==> config.mk <==
export PLATFORM = sky130hd
export DESIGN_NAME = instr_fetch_queue
export DESIGN_NICKNAME = d
export VERILOG_FILES = /design/src/rtl/instr_fetch_queue.sv
export SDC_FILE = /design/constraint.sdc
export NUM_CORES = 1
export LEC_CHECK = 0
export CAP_MARGIN = 20
export CORE_MARGIN = 3
export CORE_UTILIZATION = 43
export CTS_BUF_LIST = sky130_fd_sc_hd__clkbuf_4
export CTS_CLUSTER_SIZE = 30
export DETAILED_ROUTE_END_ITERATION = 8
export SETUP_SLACK_MARGIN = 0.4
export SLEW_MARGIN = 5
export SYNTH_ARGS = -nofsm -noshare
export SYNTH_HDL_FRONTEND = slang
export SYNTH_SLANG_ARGS = --single-unit
export TNS_END_PERCENT = 1
==> constraint.sdc <==
create_clock -name clk1 -period 4.2 [get_ports clk1]
set_clock_uncertainty 0.2 [all_clocks]
set_input_delay 0.84 -clock clk1 [delete_from_list [all_inputs] [get_ports clk1]]
set_output_delay 0.84 -clock clk1 [all_outputs]
set_load 0.005 [all_outputs]
==> src/rtl/instr_fetch_queue.sv <==
// Instruction fetch front end: a small loadable instruction memory feeding an in-order
// fetch queue, with stall back-pressure, redirect/flush and a run/drain/done sequence.
module instr_fetch_queue #(
    parameter int IW = 16,
    parameter int AW = 4,
    parameter int QD = 4
) (
    input  logic          clk1,
    input  logic          rst_n,
    input  logic          ld_en,
    input  logic [AW-1:0] ld_addr,
    input  logic [IW-1:0] ld_data,
    input  logic [AW:0]   prog_len,
    input  logic          start,
    input  logic          redirect_en,
    input  logic [AW-1:0] redirect_pc,
    input  logic          out_ready,
    output logic          out_valid,
    output logic [IW-1:0] out_instr,
    output logic [AW-1:0] out_pc,
    output logic          busy,
    output logic          done
);

    localparam int PW = $clog2(QD);
    localparam int CW = PW + 1;
    localparam logic [CW-1:0] QD_C = CW'(QD);

    localparam logic [1:0] S_IDLE  = 2'd0;
    localparam logic [1:0] S_FETCH = 2'd1;
    localparam logic [1:0] S_DRAIN = 2'd2;
    localparam logic [1:0] S_DONE  = 2'd3;

    logic [IW-1:0] mem     [2**AW];
    logic [IW-1:0] q_instr [QD];
    logic [AW-1:0] q_pc    [QD];

    logic [1:0]    state_q, state_d;
    logic [AW:0]   pc_q, pc_d;
    logic [AW:0]   len_q, len_d;
    logic [CW-1:0] cnt_q, cnt_d;
    logic [PW-1:0] rd_q, rd_d;
    logic [PW-1:0] wr_q, wr_d;
    logic          push, pop, loadable;

    assign loadable  = (state_q == S_IDLE) || (state_q == S_DONE);
    assign out_valid = (cnt_q != '0);
    assign pop       = out_valid && out_ready;
    // Gating the head by out_valid makes the outputs read zero the moment reset hits
    assign out_instr = out_valid ? q_instr[rd_q] : '0;
    assign out_pc    = out_valid ? q_pc[rd_q] : '0;
    assign busy      = (state_q == S_FETCH) || (state_q == S_DRAIN);
    assign done      = (state_q == S_DONE);

    always_ff @(posedge clk1) begin
        if (ld_en && loadable) begin
            mem[ld_addr] <= ld_data;
        end
    end

    always_ff @(posedge clk1) begin
        if (push) begin
            q_instr[wr_q] <= mem[pc_q[AW-1:0]];
            q_pc[wr_q]    <= pc_q[AW-1:0];
        end
    end

    always_comb begin
        state_d = state_q;
        pc_d    = pc_q;
        len_d   = len_q;
        cnt_d   = cnt_q;
        rd_d    = rd_q;
        wr_d    = wr_q;
        push    = 1'b0;
        unique case (state_q)
            S_IDLE, S_DONE: begin
                if (start) begin
                    len_d   = prog_len;
                    pc_d    = '0;
                    cnt_d   = '0;
                    rd_d    = '0;
                    wr_d    = '0;
                    state_d = S_FETCH;
                end
            end
            S_FETCH, S_DRAIN: begin
                if (redirect_en) begin
                    // Redirect wins over this cycle's push and pop; the flush discards both
                    cnt_d   = '0;
                    rd_d    = '0;
                    wr_d    = '0;
                    pc_d    = {1'b0, redirect_pc};
                    state_d = S_FETCH;
                end else begin
                    push = (state_q == S_FETCH) && (pc_q < len_q) && ((cnt_q < QD_C) || pop);
                    if (push) begin
                        wr_d = wr_q + PW'(1);
                        pc_d = pc_q + (AW+1)'(1);
                    end
                    if (pop) begin
                        rd_d = rd_q + PW'(1);
                    end
                    case ({push, pop})
                        2'b10:   cnt_d = cnt_q + CW'(1);
                        2'b01:   cnt_d = cnt_q - CW'(1);
                        default: cnt_d = cnt_q;
                    endcase
                    if (state_q == S_FETCH) begin
                        if (pc_d >= len_q) begin
                            state_d = S_DRAIN;
                        end
                    end else if (cnt_q == '0) begin
                        state_d = S_DONE;
                    end
                end
            end
            default: state_d = S_IDLE;
        endcase
    end

    always_ff @(posedge clk1 or negedge rst_n) begin
        if (!rst_n) begin
            state_q <= S_IDLE;
            pc_q    <= '0;
            len_q   <= '0;
            cnt_q   <= '0;
            rd_q    <= '0;
            wr_q    <= '0;
        end else begin
            state_q <= state_d;
            pc_q    <= pc_d;
            len_q   <= len_d;
            cnt_q   <= cnt_d;
            rd_q    <= rd_d;
            wr_q    <= wr_d;
        end
    end

endmodule
Word level (Yosys, flattened, before mapping)
Memories as Yosys holds them, arrays and structs flattened.
Cells that the tools add are included.
{"block": "op_classes", "add_sub_neg": 5, "n_lt_le_gt_ge": 3, "eq_ne": 11, "mux": 31, "n_reduce_logical": 17}
{"operator": "$mux 5", "count": 5}
{"operator": "$mux 2", "count": 10}
{"operator": "$mux 16", "count": 1}
{"operator": "$pmux 2 s2", "count": 3}
{"operator": "$pmux 3 s2", "count": 2}
{"operator": "$pmux 5 s2", "count": 1}
{"operator": "$ne 4x4->1 const B", "count": 2}
{"operator": "$reduce_and 2->1", "count": 4}
{"operator": "$eq 2x2->1 const B", "count": 3}
{"operator": "$mux 1", "count": 6}
{"operator": "$mux 3", "count": 2}
{"operator": "$ne 3x3->1 const B", "count": 2}
{"operator": "$add 5x1->5 const B", "count": 1}
{"operator": "$ge 5x5->1", "count": 1}
{"operator": "$lt 5x5->1", "count": 1}
{"operator": "$add 2x1->2 const B", "count": 2}
{"operator": "$eq 2x1->1 const B", "count": 2}
{"operator": "$logic_and 1x1->1", "count": 4}
{"operator": "$mux 4", "count": 1}
{"operator": "$ne 4x2->1 const B", "count": 1}
{"operator": "$reduce_or 2->1", "count": 2}
{"operator": "$add 3x1->3 const B", "count": 1}
{"operator": "$logic_not 3->1", "count": 1}
{"operator": "$logic_or 1x1->1", "count": 3}
{"operator": "6 further kinds", "count": 6}
{"block": "totals", "regBits": 19, "ram_bits": 336, "in_bits": 35, "output_inout_bits": 23, "elab_cells": 76, "n_memories": 3}
{"name": "mem", "depth": 16, "word_bits": 16, "rd": 1, "rd_ports_with_merged_regs": 0, "wr": 1, "line_no": "34", "text": "logic [IW-1:0] mem [2**AW];"}
{"name": "q_instr", "depth": 4, "word_bits": 16, "rd": 1, "rd_ports_with_merged_regs": 0, "wr": 1, "line_no": "35", "text": "logic [IW-1:0] q_instr [QD];"}
{"name": "q_pc", "depth": 4, "word_bits": 4, "rd": 1, "rd_ports_with_merged_regs": 0, "wr": 1, "line_no": "36", "text": "logic [AW-1:0] q_pc [QD];"}

Logic depth before layout (Yosys ltp)
Gate-level depths: netlist of run 1.
{"block": "depth", "depth_word": 12, "mapped_depth": 13, "depth_no_buf": 13}

Worst setup path after synthesis of run 1
OpenSTA, ideal clock, no wires.
{"block": "synth_timing", "path_kind": "input -> register", "start": "input ld_addr[1]", "end": "memory mem[0][0], enable pin", "setup_ns": 0.409, "t_arrival_ns": 2.408, "t_required_ns": 3.591, "slack_ns": 1.183, "cell_stages": 2, "n_path_buf": 0, "cell_sequence": "or3_1 nor3_1"}
{"item": "start, declared", "line_no": "11", "text": "input logic [AW-1:0] ld_addr,"}
{"item": "end, declared", "line_no": "34"}
No word-level cell before the write port.

Worst setup path in the final report of run 1
{"block": "layout_timing", "start": "register rd_q[0]", "end": "output out_instr[7]"}
{"block": "layout_via", "elab_chain_len": 2}
{"item": "start, declared", "line_no": "42", "text": "logic [PW-1:0] rd_q, rd_d;"}
{"item": "start signal, assigned", "line_no": "135", "text": "rd_q <= rd_d;"}
{"item": "$mem_v2 4x16"}
{"item": "$mux 16", "line_no": "50", "text": "assign out_instr = out_valid ? q_instr[rd_q] : '0;"}
{"item": "end, declared", "line_no": "19", "text": "output logic [IW-1:0] out_instr,"}
No other way between the ends.

==> key figures, run 1 <==
Outcome
  • Status: completed

STA
  • Max Freq: 0.276 GHz
  • Setup TNS Final: 0 ns
  • Least-Margin Pin Slew: 0.922 ns
  • Worst rel slew slack: 38.3%
  • Finish-stage setup viols: 0
  • Fin worst setup slack: 0.576 ns
  • Final hold vios: 0
  • Fin. max-slew vios: 0
  • RSZ-0062 raised after global routing: no
  • Minimum clock period: 3.62 ns
  • Final period utilization: 86.3%

Logic synthesis
  • Yosys top cell area share: 70.3%
  • Top-count cell post-synth: edfxtp_1
  • List of most frequent post-synthesis cells: 336 x edfxtp_1, 66 x mux2i_1, 52 x mux4_2
  • FFs w/ async S/R, synth: 5.35%
  • Syn nets: 812
  • Unique masters post-synth: 47
  • Seq cells post-synth: 355
  • Syn. warnings: 0
  • Synth Cell Area: 14400 µm²
  • Top post-synthesis cells by area: edfxtp_1 70%, mux4_2 8.2%, mux2i_1 4.6%
  • Post-synth EDFFs: 336
  • Largest area contributor in the netlist: edfxtp_1
  • Post-synthesis instance total: 758
  • Sequential-to-total area share from yosys stat: 73.6%
  • Top FF cell, synth: edfxtp_1
  • Synth Area per Inst: 18.9 µm²

Route
  • Post-DRT Antenna Nets: 0
  • Drt via density: 5.36
  • Iteration count of the initial detailed-routing pass: 5
  • WL final: 29800 µm
  • DR WL/cell: 21.1 µm
  • DRC viols: 0
  • DR iter-0 viols: 545
  • Vias: 7557

Finish
  • Area grow syn2layout: 15.5%
  • Layout cells sized above 1: 24.9%
  • Register area: 10600 µm²
  • Util after Layout: 50.7%
  • Fillers: 2760
  • Multi-input logic area: 3470 µm²
  • Final nets: 956
  • Post-route cell area: 16600 µm²

Die
  • Die width: 189 µm
  • Initial Util: 43.9%
  • Row cnt: 66
  • Die H: 189 µm
  • Core Area: 32700 µm²
  • I/O Pins: 58
  • Die area: 35600 µm²

Clocking
  • Cts bufs inserted: 90
  • Clk buf depth: 3
  • Root buffer cell: clkbuf_4
  • Clk Latency, worst-skew pair: 0.72 ns
  • Htree depth: 3
  • Sink Count: 355
  • Post-CTS Hold Fix Bufs: 0
  • Clk pin slew, worst setup/hold paths: 0.07 ns
  • Setup bufs post-CTS: 0
  • CTS tree: yes

Worst setup path
  • Crit end category: output pin
  • CP startpoint kind: flop
  • Crit path DAT: 2.58 ns
  • Critical Path Fanout Max: 20
  • CP Data Required Time: 3.16 ns
  • Critical path class: flop to output pin

GRT
  • Vias in the first global route: 8072
  • GRT Resource Usage Total: 17.2%
  • Largest net degree at the start of global routing: 52
  • Initial antenna violation count: 1
  • GRT overflow: 0
  • First-pass GRT wire length: 46500 µm

Power
  • P_leak: 5.54 nW
  • Pwr dens: 630 nW/µm²
  • Max VDD drop: 0.268 mV

Placed design
  • GPL Wtd Cong: 0.754
  • Placed Instance Area: 15500 µm²
  • Post-DP HPWL: 17400 µm
  • Port bufs: 57
  • Worst slack, placed: 0.500 ns

Worst hold path
  • Worst hold-check path type: flop to flop

Flow run
  • Max Cap Viol: 0
## placed cells by master (no fill, tap or decap), drive strengths merged, types with 7 or more instances in the layout
cell,count
mux4,52
nor2,19
mux2i,66
edfxtp,336
o21ai,28
mux2,7
a22oi,17
inv,15
clkinv,23
dfrtp,19
a221oi,32
a21oi,9
clkdlybuf4s50,57
clkbuf,126
nand2,32
buf,32
ha,18
and2,23
## cell type report
class                           count  area share (%)
Clock inverter                     27           0.883
Timing Repair Buffer               89            4.94
Tap cell                          442            3.34
Inverter                           15           0.340
Multi-Input combinational cell    351            21.0
Sequential cell                   355            63.8
Antenna cell                        5          0.0755
Clock buffer                      126            5.71
## worst paths after layout
path,startpoint,to,slack (ns),cells after the start
setup / recovery,rd_q[0],out_instr[7],0.58,4
hold / removal,rd_q[1],rd_q[1],0.29,1
setup reg to reg,pc_q[4],state_q[1],1.03,10
hold reg to reg,rd_q[1],rd_q[1],0.29,1
max in group asynchronous,rst_n,pc_q[0],2.68,1
min in group asynchronous,rst_n,pc_q[3],0.46,1
## state kept, by name, indices dropped and copies added, names as in the netlist, 3 cells and up
name,count
q_pc,16
pc_q,5
mem,256
len_q,5
cnt_q,3
q_instr,64
## power breakdown
group	switching (mW)	total, mW	internal, mW
registers	0.121	4.47	4.35
clock network	1.30	2.74	1.44
logic	1.89	3.22	1.33
total	3.31	10.4	7.13
## repair_timing
item,in CTS,in global routing
setup endpoints to repair,20,20
gates cloned,0,0
resized for setup,1,3
pin swaps,0,0
## routing by layer
metal | GRT usage, % | up-vias | wire length [µm]
met2 | 28.4 | 234 | 14700
met4 | 5.53 | 0 | 687
li1 | - | 3420 | -
met1 | 22.9 | 3840 | 12800
met3 | 4.02 | 63 | 1630
met5 | 0 | - | 0
## stage by stage
stage               hold WS [ns]  power, mW  instances
floorplan                  0.279       6.77        758
global placement           0.277       7.68       1252
detailed placement         0.288       7.78       1252
CTS                        0.291       10.6       1405
global route               0.313       11.1       1409
finish                     0.287       10.4       1410
## cells by family after synthesis
logic type                 after synthesis  share of synthesized area [%]
DFF                                    355                           73.6
AOI/OAI and AO/OA                       99                           5.15
adders and majority gates               19                           1.71
xor gates and xnor gates                 5                          0.305
and+or+nand+nor                        103                           3.57
buffers and inverters                   52                           2.34
muxes                                  125                           13.3
## worst max-delay path, stage by stage (launching register included)
cell,delay (ns)
dfrtp_1,0.44
buf_8,0.27
mux4_2,0.53
and2_1,0.18
clkdlybuf4s50_1,0.44
No activity file was read; power rests on OpenSTA's default activity.
==> inputs of run 2 (changes only) <==
- GPL_TIMING_DRIVEN: unset -> 0
==> key figures, run 2 (synthesis gave the netlist of run 1 again) <==
Die
  • Core Area: 32700 µm²
  • I/O Pins: 58
  • Die area: 35600 µm²
  • Die H: 189 µm
  • Row cnt: 66
  • Die width: 189 µm
  • Initial Util: 43.9%

Worst setup path
  • Critical Path Start: rd_q[0]
  • Crit end category: output pin
  • Critical Path Fanout Max: 10
  • CP Data Required Time: 3.16 ns
  • CP startpoint kind: flop
  • Crit path DAT: 2.59 ns
  • Crit Reg-Reg Startpoint: pc_q[2]
  • Critical path class: flop to output pin

Clocking
  • Clk buf depth: 3
  • CTS tree: yes
  • Htree depth: 3
  • Root buffer cell: clkbuf_4
  • Post-CTS Hold Fix Bufs: 0
  • Clk Latency, worst-skew pair: 0.71 ns
  • Sink Count: 355
  • Cts bufs inserted: 89
  • Clk pin slew, worst setup/hold paths: 0.07 ns

STA
  • Fin. max-slew vios: 0
  • RSZ-0062 raised after global routing: yes
  • Worst rel slew slack: 29.8%
  • Finish-stage setup viols: 0
  • Fin worst setup slack: 0.573 ns
  • Least-Margin Pin Slew: 1.05 ns
  • Minimum clock period: 3.63 ns
  • Final period utilization: 86.4%
  • Final hold vios: 0
  • Max Freq: 0.276 GHz
  • Setup TNS Final: 0 ns

Finish
  • Area grow syn2layout: 17.7%
  • Biggest regs: mem: 256 flops, q_instr: 64 flops, q_pc: 16 flops
  • Most frequent cells in the layout: 336 x edfxtp_1, 131 x clkbuf_4, 66 x mux2i_1, 57 x clkdlybuf4s50_1, 52 x mux4_2
  • Largest register FFs: 256
  • Commonest non-fill, non-tap cell in the layout: edfxtp_1
  • Layout cells sized above 1: 26.6%
  • Most flops, register: mem
  • Post-route cell area: 16900 µm²
  • Final std cells w/o fill: 1420
  • Final nets: 976
  • Fillers: 2702

Route
  • DRC viols: 0
  • DR WL/cell: 21.3 µm
  • Vias: 7521
  • WL final: 30200 µm
  • Drt via density: 5.30
  • Post-DRT Antenna Nets: 0
  • Iteration count of the initial detailed-routing pass: 5
  • DR iter-0 viols: 499

Power
  • Total power: 10.9 mW
  • Max VDD drop: 0.299 mV
  • P_leak: 5.68 nW
  • Pwr dens: 642 nW/µm²

Outcome
  • Status: completed

Worst hold path
  • Worst hold-check path type: flop to flop
  • Hold Path Origin: len_q[2]

GRT
  • Largest net degree at the start of global routing: 21
  • Vias in the first global route: 7782
  • GRT overflow: 0
  • GRT Resource Usage Total: 17.3%
  • Initial antenna violation count: 1
  • First-pass GRT wire length: 46300 µm

Flow run
  • Max Cap Viol: 0

Placed design
  • Placed Instance Area: 15700 µm²
  • GPL Wtd Cong: 0.792
  • Post-DP HPWL: 20400 µm
  • Port bufs: 57
  • Placed Cells: 1273
  • Worst slack, placed: 0.408 ns
-- run 2: layout make-up --
type,count,area [µm²],area share (%)
antenna,1,2.50,0.0148
buffer,37,294,1.74
clock buffer,131,983,5.82
clock inverter,15,169,1.00
inverter,15,56.3,0.333
multi-input combinational,351,3500,20.7
sequential,355,10600,62.5
tap,442,553,3.27
timing repair buffer,73,773,4.58
-- run 2: path summary, 6_finish.rpt --
check / depth (start not counted) / end / slack (ns)
worst max-delay path: 5 / out_instr[7] / 0.57
worst min-delay path: 1 / len_q[2] / 0.32
worst max register to register: 12 / state_q[0] / 0.80
worst min register to register: 1 / len_q[2] / 0.32
max in group asynchronous: 1 / len_q[0] / 2.71
min in group asynchronous: 1 / len_q[3] / 0.46
-- run 2: where the power goes --
group	switching [mW]	internal [mW]	leakage (nW)	total, mW
logic	1.99	1.46	1.73	3.44
clock network	1.28	1.66	0.682	2.94
registers	0.128	4.35	3.27	4.48
-- run 2: metal layers --
layer | vias up | part of all wire [%] | GRT usage (%)
met3 | 55 | 6.7 | 4.15
met4 | 0 | 2.0 | 6.04
met1 | 3755 | 44 | 24.0
met5 | - | 0 | 0
li1 | 3458 | - | -
met2 | 253 | 47 | 27.2
-- run 2: worst max-delay path, stage by stage (launching register included) --
cell             delay [ns]
dfrtp_1                0.32
buf_2                  0.22
buf_8                  0.20
mux4_2                 0.49
and2_1                 0.17
clkdlybuf4s50_1        0.46
-- run 2: what timing repair did --
action | in CTS | in global routing
cloned | 0 | 0
gates resized for setup | 1 | 4
setup buffers | 0 | 0
setup endpoints to repair | 6 | 16
-- run 2: per-stage QoR --
step	util (%)	hold WS, ns
2_1_floorplan	-	0.279
3_3_place_gp	47.3	0.296
3_5_place_dp	48.1	0.298
4_1_cts	51.6	0.319
5_1_grt	51.7	0.340
6_report	51.7	0.315
==> inputs of run 3 (changes only) <==
--- a/constraint.sdc
+++ b/constraint.sdc
@@ -3,3 +3,3 @@
 set_input_delay 0.84 -clock clk1 [delete_from_list [all_inputs] [get_ports clk1]]
 set_output_delay 0.84 -clock clk1 [all_outputs]
-set_load 0.005 [all_outputs]
+set_load 0.1 [all_outputs]
==> key figures, run 3 (synthesis gave the netlist of run 1 again) <==
Worst setup path
  • Critical path class: flop to output pin
  • Crit end category: output pin
  • CP startpoint kind: flop
  • Crit path DAT: 2.90 ns
  • Critical Path Fanout Max: 7
  • CP Data Required Time: 3.16 ns

Clocking
  • Post-CTS Hold Fix Bufs: 0
  • Clk pin slew, worst setup/hold paths: 0.07 ns
  • Htree depth: 3
  • CTS tree: yes
  • Clk Latency, worst-skew pair: 0.71 ns
  • Root buffer cell: clkbuf_4
  • Cts bufs inserted: 89
  • Post-CTS Resized: 27
  • Setup bufs post-CTS: 0
  • Sink Count: 355
  • Clk buf depth: 3

STA
  • Finish-stage setup viols: 0
  • Setup TNS Final: 0 ns
  • Least-Margin Pin Slew: 1.05 ns
  • Fin. max-slew vios: 0
  • Hold_ws: 0.316 ns
  • Max Freq: 0.254 GHz
  • Minimum clock period: 3.94 ns
  • Final period utilization: 93.9%
  • Final hold vios: 0
  • Worst rel slew slack: 29.9%
  • RSZ-0062 raised after global routing: yes

Power
  • Max VDD drop: 0.407 mV
  • Net Switching: 4.19 mW
  • Sequential share of power: 38.6%
  • Switching share of power: 36.2%
  • Pwr dens: 687 nW/µm²
  • Clk pwr share: 25.3%
  • Internal: 7.40 mW
  • Combinational Power Share: 36.0%
  • P_leak: 5.73 nW

GRT
  • Largest net degree at the start of global routing: 21
  • Initial antenna violation count: 1
  • GRT Resource Usage Total: 17.3%
  • First-pass GRT wire length: 46300 µm
  • GRT overflow: 0
  • Vias in the first global route: 7782

Die
  • I/O Pins: 58
  • Row cnt: 66
  • Die width: 189 µm
  • Core Area: 32700 µm²
  • Initial Util: 43.9%
  • Die H: 189 µm
  • Die area: 35600 µm²

Finish
  • Register area: 10600 µm²
  • Most flops, register: mem
  • Commonest non-fill, non-tap cell in the layout: edfxtp_1
  • Area grow syn2layout: 17.5%
  • Multi-input logic area: 3500 µm²
  • Layout cells sized above 1: 26.8%
  • Biggest regs: mem: 256 flops, q_instr: 64 flops, q_pc: 16 flops
  • Most frequent cells in the layout: 336 x edfxtp_1, 131 x clkbuf_4, 66 x mux2i_1, 52 x mux4_2, 38 x clkdlybuf4s50_1
  • Fillers: 2711
  • Util after Layout: 51.6%
  • Largest register FFs: 256
  • Final nets: 976

Flow run
  • Max Cap Viol: 0

Route
  • Post-DRT Antenna Nets: 0
  • WL final: 30200 µm
  • Iteration count of the initial detailed-routing pass: 5
  • Vias: 7522
  • DR iter-0 viols: 517
  • DRC viols: 0
  • DR WL/cell: 21.2 µm
  • Drt via density: 5.30

Worst hold path
  • Worst hold-check path type: flop to flop

Placed design
  • GPL Wtd Cong: 0.792
  • Post-DP HPWL: 20400 µm
  • Port bufs: 57

Outcome
  • Status: completed
[run 3: cell types whose count changed in the layout (fill, tap and decap cells not counted)]
cell             delta
buf_1               +1
dlygate4sd2_1      +13
clkdlybuf4s15_2     +2
clkdlybuf4s15_1     +3
clkdlybuf4s50_1    -19
buf_6               -1
buf_8               -1
buf_4               +1
buf_2               +1
[run 3: final cells by class]
| cell class | instances | share of cell area (%) |
|---|---|---|
| multi-input combinational | 351 | 20.8 |
| sequential | 355 | 62.6 |
| clock inverter | 15 | 1.00 |
| tap | 442 | 3.28 |
| inverter | 15 | 0.334 |
| antenna | 1 | 0.0148 |
| timing repair buffer | 73 | 4.47 |
| buffer | 37 | 1.65 |
| clock buffer | 131 | 5.83 |
[run 3: critical path, stage by stage, from the launching register on]
cell,delay [ns]
dfrtp_1,0.40
inv_1,0.08
ha_1,0.42
inv_2,0.15
clkdlybuf4s50_1,1.14
[run 3: metrics by stage]
stage / cell area, µm² / cells / setup WS (ns) / power (mW)
final: 16900 / 1420 / 0.258 / 11.6
after global routing: 16900 / 1420 / 0.0619 / 12.2
after CTS: 16900 / 1419 / 0.150 / 11.7
after detailed placement: 15700 / 1273 / 0.408 / 8.81
after global placement: 15500 / 1257 / -0.314 / 8.75
after floorplan: 14400 / 758 / 0.784 / 7.57
[run 3: final timing paths]
| path | slack (ns) | to | cells past startpoint | startpoint |
|---|---|---|---|---|
| worst min register to register | 0.32 | len_q[1] | 1 | len_q[1] |
| worst max-delay path | 0.26 | busy | 4 | state_q[0] |
| min in group asynchronous | 0.46 | len_q[3] | 1 | rst_n |
| worst max register to register | 0.81 | state_q[0] | 12 | pc_q[2] |
| max in group asynchronous | 2.71 | len_q[0] | 1 | rst_n |
| worst min-delay path | 0.32 | len_q[1] | 1 | len_q[1] |
[run 3: per-layer routing]
| layer | part of all wire [%] | global-route usage, % | vias up |
|---|---|---|---|
| li1 | - | - | 3457 |
| met2 | 47 | 27.2 | 230 |
| met4 | 2.0 | 6.04 | 0 |
| met5 | 0 | 0 | - |
| met1 | 45 | 24.0 | 3782 |
| met3 | 6.3 | 4.15 | 53 |
[run 3: power by group through the flow]
stage                     combinational (mW)  sequential, mW  clock, mW
final                                   4.17            4.48       2.94
after global routing                    4.52            4.50       3.22
after CTS                               4.21            4.48       3.03
after detailed placement                4.26            4.55          0
after global placement                  4.20            4.55          0
after floorplan                         3.07            4.50          0
